`config.mk`:
```
export PLATFORM = sky130hd
export DESIGN_NAME = reg_bank_nxw
export DESIGN_NICKNAME = d
export VERILOG_FILES = /design/src/rtl/reg_bank_nxw.sv
export SDC_FILE = /design/constraint.sdc
export NUM_CORES = 2
export LEC_CHECK = 0
export ABC_AREA = 1
export BUFFER_PORTS_ARGS = -buffer_cell sky130_fd_sc_hd__buf_2
export CORE_MARGIN = 2
export CORE_UTILIZATION = 40
export CTS_CLUSTER_DIAMETER = 150
export CTS_CLUSTER_SIZE = 12
export DETAILED_ROUTE_END_ITERATION = 6
export HOLD_SLACK_MARGIN = 0.08
export RECOVER_POWER = 25
export SYNTH_ARGS = -nofsm -noshare
export SYNTH_HDL_FRONTEND = slang
export SYNTH_SLANG_ARGS = --single-unit
```
`constraint.sdc`:
```
create_clock -name CLK -period 1.4 [get_ports CLK]
set_input_delay 0.35 -clock CLK [delete_from_list [all_inputs] [get_ports CLK]]
set_output_delay 0.35 -clock CLK [all_outputs]
set_load 0.01 [all_outputs]
```
`src/rtl/reg_bank_nxw.sv`:
```
// N-word x W-bit register bank: one write port, two registered read ports with a VALID pulse.
// Define REG_BANK_BYPASS_EN for same-edge write-to-read forwarding; ADDR_WIDTH sizes addresses (ADDR_W is the write-address port).
module reg_bank_nxw #(
  parameter int unsigned WIDTH      = 32,
  parameter int unsigned DEPTH      = 32,
  parameter int unsigned ADDR_WIDTH = 5,
  parameter bit          ZERO_REG   = 1'b1
) (
  input  logic                  CLK,
  input  logic                  RESET,
  input  logic                  READ,
  input  logic                  WRITE,
  input  logic [ADDR_WIDTH-1:0] ADDR_R1,
  input  logic [ADDR_WIDTH-1:0] ADDR_R2,
  input  logic [ADDR_WIDTH-1:0] ADDR_W,
  input  logic [WIDTH-1:0]      DATA_W,
  output logic [WIDTH-1:0]      DATA_R1,
  output logic [WIDTH-1:0]      DATA_R2,
  output logic                  VALID
);

  localparam int unsigned IDX_W = (DEPTH > 1) ? $clog2(DEPTH) : 1;

  logic [WIDTH-1:0] mem [DEPTH];

  logic             wr_ok_c;
  logic [WIDTH-1:0] rd1_c;
  logic [WIDTH-1:0] rd2_c;

  // An address maps to real storage only when in range and not the hardwired zero word.
  function automatic logic addr_ok(input logic [ADDR_WIDTH-1:0] a);
    return (32'(a) < DEPTH) && !(ZERO_REG && (a == '0));
  endfunction

  always_comb begin
    wr_ok_c = WRITE && addr_ok(ADDR_W);
    rd1_c   = '0;
    rd2_c   = '0;
    if (addr_ok(ADDR_R1)) rd1_c = mem[ADDR_R1[IDX_W-1:0]];
    if (addr_ok(ADDR_R2)) rd2_c = mem[ADDR_R2[IDX_W-1:0]];
`ifdef REG_BANK_BYPASS_EN
    // Forward only writes that actually land in storage.
    if (wr_ok_c && (ADDR_R1 == ADDR_W)) rd1_c = DATA_W;
    if (wr_ok_c && (ADDR_R2 == ADDR_W)) rd2_c = DATA_W;
`endif
  end

  always_ff @(posedge CLK or negedge RESET) begin
    if (!RESET) begin
      for (int unsigned i = 0; i < DEPTH; i++) mem[i] <= '0;
    end else if (wr_ok_c) begin
      mem[ADDR_W[IDX_W-1:0]] <= DATA_W;
    end
  end

  always_ff @(posedge CLK or negedge RESET) begin
    if (!RESET) begin
      DATA_R1 <= '0;
      DATA_R2 <= '0;
      VALID   <= 1'b0;
    end else begin
      VALID <= READ;
      if (READ) begin
        DATA_R1 <= rd1_c;
        DATA_R2 <= rd2_c;
      end
    end
  end

endmodule

```
==> flow_results.org <==
** Power
- For this design the static power due to leakage is 34.4 nW.
- Total Power :: 87.5 mW
- Power spread over the standard cell area amounts to 1230 mW/mm^2.
- Peak VDD IR :: 1.09 mV

** Detailed routing
- Via count of the routed design :: 61.0k
- In this run, the number of DRC markers left after iteration 0 of detailed routing was 7626.
- Before antenna repair, the detailed router went through 7 iterations.
- Wirelength, routed :: 245000 um
- Dividing the detail-routed via count by the number of cells gives 5.76.
- DRC violation count after routing :: 6
- Average wire per cell in the routed design :: 23.1 um
- Antenna violation net count after detailed routing :: 0

** Worst setup path
- On the worst path, the slowest cell contributes a delay of 0.52 ns.
- Count of cells along the worst register-to-register path :: 8
- Capturing instance or port of the critical path :: DATA_R1[18]
- Critical path data required time :: 1.05 ns
- In this run the worst path has a maximum fanout of 2.
- Walking the worst path, the cells encountered are buf_6.
- Worst R2R Setup Slack :: 0.08 ns
- Delay-heaviest family, CP :: flip-flops
- The worst setup path is captured at an output pin.
- Launch point of the critical path :: DATA_R1[18]$_DFFE_PN0P_
- Startpoint class of the critical path :: register
- Slowest library cell on the worst path :: dfrtp_2
- In this run the number of cells on the critical path is 1.
- In this run the critical register-to-register path is captured at DATA_R1[6]$_DFFE_PN0P_.
- The worst register-to-register path begins at mem[230]$_DFFE_PN0P_.
- The critical path is of the reg2out type.
- Data arrives at the worst endpoint at 1.42 ns.
- Count of buffer and inverter cells on the critical path :: 1

** Global route
- Largest net degree at the start of global routing :: 75
- Overall overflow remaining after global route :: 0
- Via count of the first global-routing pass :: 56.6k
- The initial antenna violation count is 2.
- Total track usage :: 32.6%
- The first global-routing pass estimated 366000 um of wire.

** Hold path
- Hold Crit Class :: in2reg
- Hold Path Depth :: 4

** Synth
- Synth warnings :: 0
- Library cells used by synthesis :: 18
- Counting flops and latches in the post-synthesis netlist gives 1089.
- Post-Synth Adder-Cell Area :: 0%
- The synthesized design devotes to its leading area cell type 46.8% of total area.
- After Yosys synthesis, and, or, nand and nor cells account for 36.8% of the synthesized area.
- Synth Area per Inst :: 6.88 um^2
- Top cells by area, synth :: dfrtp_1 47%, nand2_1 25%, nand3_1 9.4%
- The number of nets handed over by synthesis was 8522.
- Combinational family with the most area after synthesis :: simple AND/OR/NAND/NOR gates
- Portion of netlist area occupied by mux cells :: 0%
- Synthesized-area fraction occupied by ao, oa, aoi and oai cells :: 11.2%
- Xor/xnor share of the synthesized area :: 0%
- After synthesis the cells add up to 0.0583 mm^2.
- Share of the yosys chip area belonging to registers :: 46.8%
- Library cell with the largest summed area after synthesis :: dfrtp_1
- In the synthesized netlist, the number of instances is 8471.

** Timing
- Final worst clock skew :: 0.0258 ns
- Of the available clock period, the critical path in the final layout requires 126%.
- The final-report hold violation count is 0.
- Final setup violation count :: 606
- Peak Freq :: 565 MHz
- Least setup slack across all paths after layout :: -0.369 ns
- Max-slew violation count :: 0
- Max-Slew Margin vs Limit :: 51.7%
- Worst Max-Slew Pin Slew :: 0.724 ns
- Minimum period implied by the final worst setup slack :: 1.77 ns
- Setup repair after global routing could not meet its margin everywhere.

** Floorplan
- Initial standard-cell utilization of the core :: 40.1%
- Ports :: 116
- Number of cell rows :: 140
- From bottom edge to top edge, the die measures 386 um.
- The core region is 0.145 mm^2.
- Full die area :: 0.149 mm^2
- DIE WIDTH :: 386 um

** Place
- Hpwl dp :: 159000 um
- Placer's final routability congestion estimate :: 0.925
- Placed cell area :: 0.0677 mm^2
- In this run the tool buffered the top-level ports with 115 buffer cells.

** Cells and area
- In the final design database the tool counted 8724 nets.
- Layout-stage area growth over the synthesis result :: 21.9%
- Of the cells placed in the final design, the portion with a size suffix greater than 1 is 11.7%.
- Cell area after layout :: 0.0710 mm^2
- Filler Cell Count :: 14.2k
- Final core utilization :: 48.9%

** Clock tree
- Number of buffers inserted during clock tree synthesis :: 100
- Clock-pin transition on the worst setup and hold timing paths :: 0.07 ns
- The later pin in the worst-skew pair is clocked with a latency of 0.74 ns.
- Clock root cell :: clkbuf_16
- Clock sinks :: 1089
- TritonCTS built the clock tree.
- The clock passes through at most 3 buffers.
- The H-tree generated during clock tree synthesis spans 3 levels.

** Run
- Max-cap check violation count :: 0

** Status
- Result of the run :: complete, but fails checks
- Failing checks :: design-rule violations, negative setup slack
## routing by layer
| layer | routed length [um] | up-vias | part of all wire [%] | global-route usage, % |
|---|---|---|---|---|
| li1 | - | 27700 | - | - |
| met1 | 101000 | 29000 | 41 | 45.7 |
| met2 | 106000 | 3638 | 43 | 49.0 |
| met3 | 27300 | 662 | 11 | 7.15 |
| met4 | 10500 | 0 | 4.3 | 12.5 |
| met5 | 0 | - | 0 | 0 |
## where the power goes
group,leakage [nW],internal [mW],switching [mW],total [mW]
clock,1.30,12.9,12.4,25.3
sequential,14.0,37.3,4.99,42.3
combinational,19.1,8.41,11.5,19.9
## cell families (layout without fill, tap and decap cells)
group	Yosys count	after routing
simple gates	5274	5274
flops	1089	1089
other cells	0	2
buf+inv	802	1010
compound gates	1306	1306
## per-stage QoR
stage	worst slack (ns)	hold slack (ns)	cells	setup TNS (ns)
after CTS	-0.388	0.116	10600	-19.29
after detailed placement	-0.509	0.353	10400	-256.15
after floorplan	-0.112	0.0544	8471	-49.83
after global placement	-0.500	0.356	10400	-230.61
after global routing	-0.434	0.142	10600	-147.03
final	-0.369	0.168	10600	-76.45
## flip-flops by register name, indices dropped and copies added, names as in the netlist
name,count
mem,1024
DATA_R1,32
DATA_R2,32
VALID,1
## placed cells by master, fill, tap and decap left out, types with 5 or more instances in the layout
| cell | n |
|---|---|
| dfrtp_2 | 31 |
| nand3_1 | 1093 |
| nor3_2 | 6 |
| a21oi_1 | 440 |
| nand3_2 | 5 |
| clkbuf_1 | 9 |
| dlygate4sd3_1 | 30 |
| nor2_1 | 191 |
| dfrtp_1 | 1058 |
| buf_6 | 66 |
| clkbuf_16 | 103 |
| nand2_4 | 23 |
| clkbuf_2 | 9 |
| inv_2 | 6 |
| clkbuf_4 | 5 |
| buf_2 | 46 |
| nand2_1 | 3869 |
| o21ai_0 | 864 |
| buf_4 | 395 |
| inv_1 | 38 |
| buf_12 | 284 |
| nand2_2 | 10 |
| nand3b_1 | 62 |
## Yosys cell counts
library cell / count
a21oi_1: 442
inv_2: 5
inv_1: 47
buf_1: 35
nand2_1: 3902
dfrtp_1: 1089
nand3b_1: 62
nand4_1: 2
nand3_1: 1099
nor3_1: 7
buf_2: 2
nor4_2: 2
nor4_4: 1
nor2_1: 196
clkbuf_1: 711
nor3_2: 3
o21ai_0: 864
clkinv_1: 2
## worst min path at each step
stage | endpoint | startpoint
5_1_grt | mem[592]$_DFFE_PN0P_ | DATA_W[16]
4_1_cts | mem[80]$_DFFE_PN0P_ | DATA_W[16]
3_5_place_dp | mem[843]$_DFFE_PN0P_ | RESET
6_report | mem[80]$_DFFE_PN0P_ | DATA_W[16]
3_3_place_gp | mem[843]$_DFFE_PN0P_ | RESET
2_1_floorplan | DATA_R1[0]$_DFFE_PN0P_ | RESET
## area by class of cell
| cell class | count | area (um^2) | share of cell area [%] |
|---|---|---|---|
| timing repair buffer | 848 | 10100 | 14.2 |
| inverter | 54 | 273 | 0.384 |
| sequential | 1089 | 27300 | 38.4 |
| clock buffer | 103 | 2580 | 3.63 |
| clock inverter | 5 | 55.1 | 0.0775 |
| antenna | 2 | 5.00 | 0.00705 |
| multi-input combinational | 6580 | 28300 | 39.9 |
| tap | 1917 | 2400 | 3.38 |
## what timing repair did
item,4_1_cts,5_1_grt
hold buffers,30,0
endpoints found under the setup margin,65,78
pin swaps,0,7
endpoints found under the hold margin,1288,0
resized for setup,111,32
setup buffers,13,6
No activity file was read; power rests on OpenSTA's default activity.
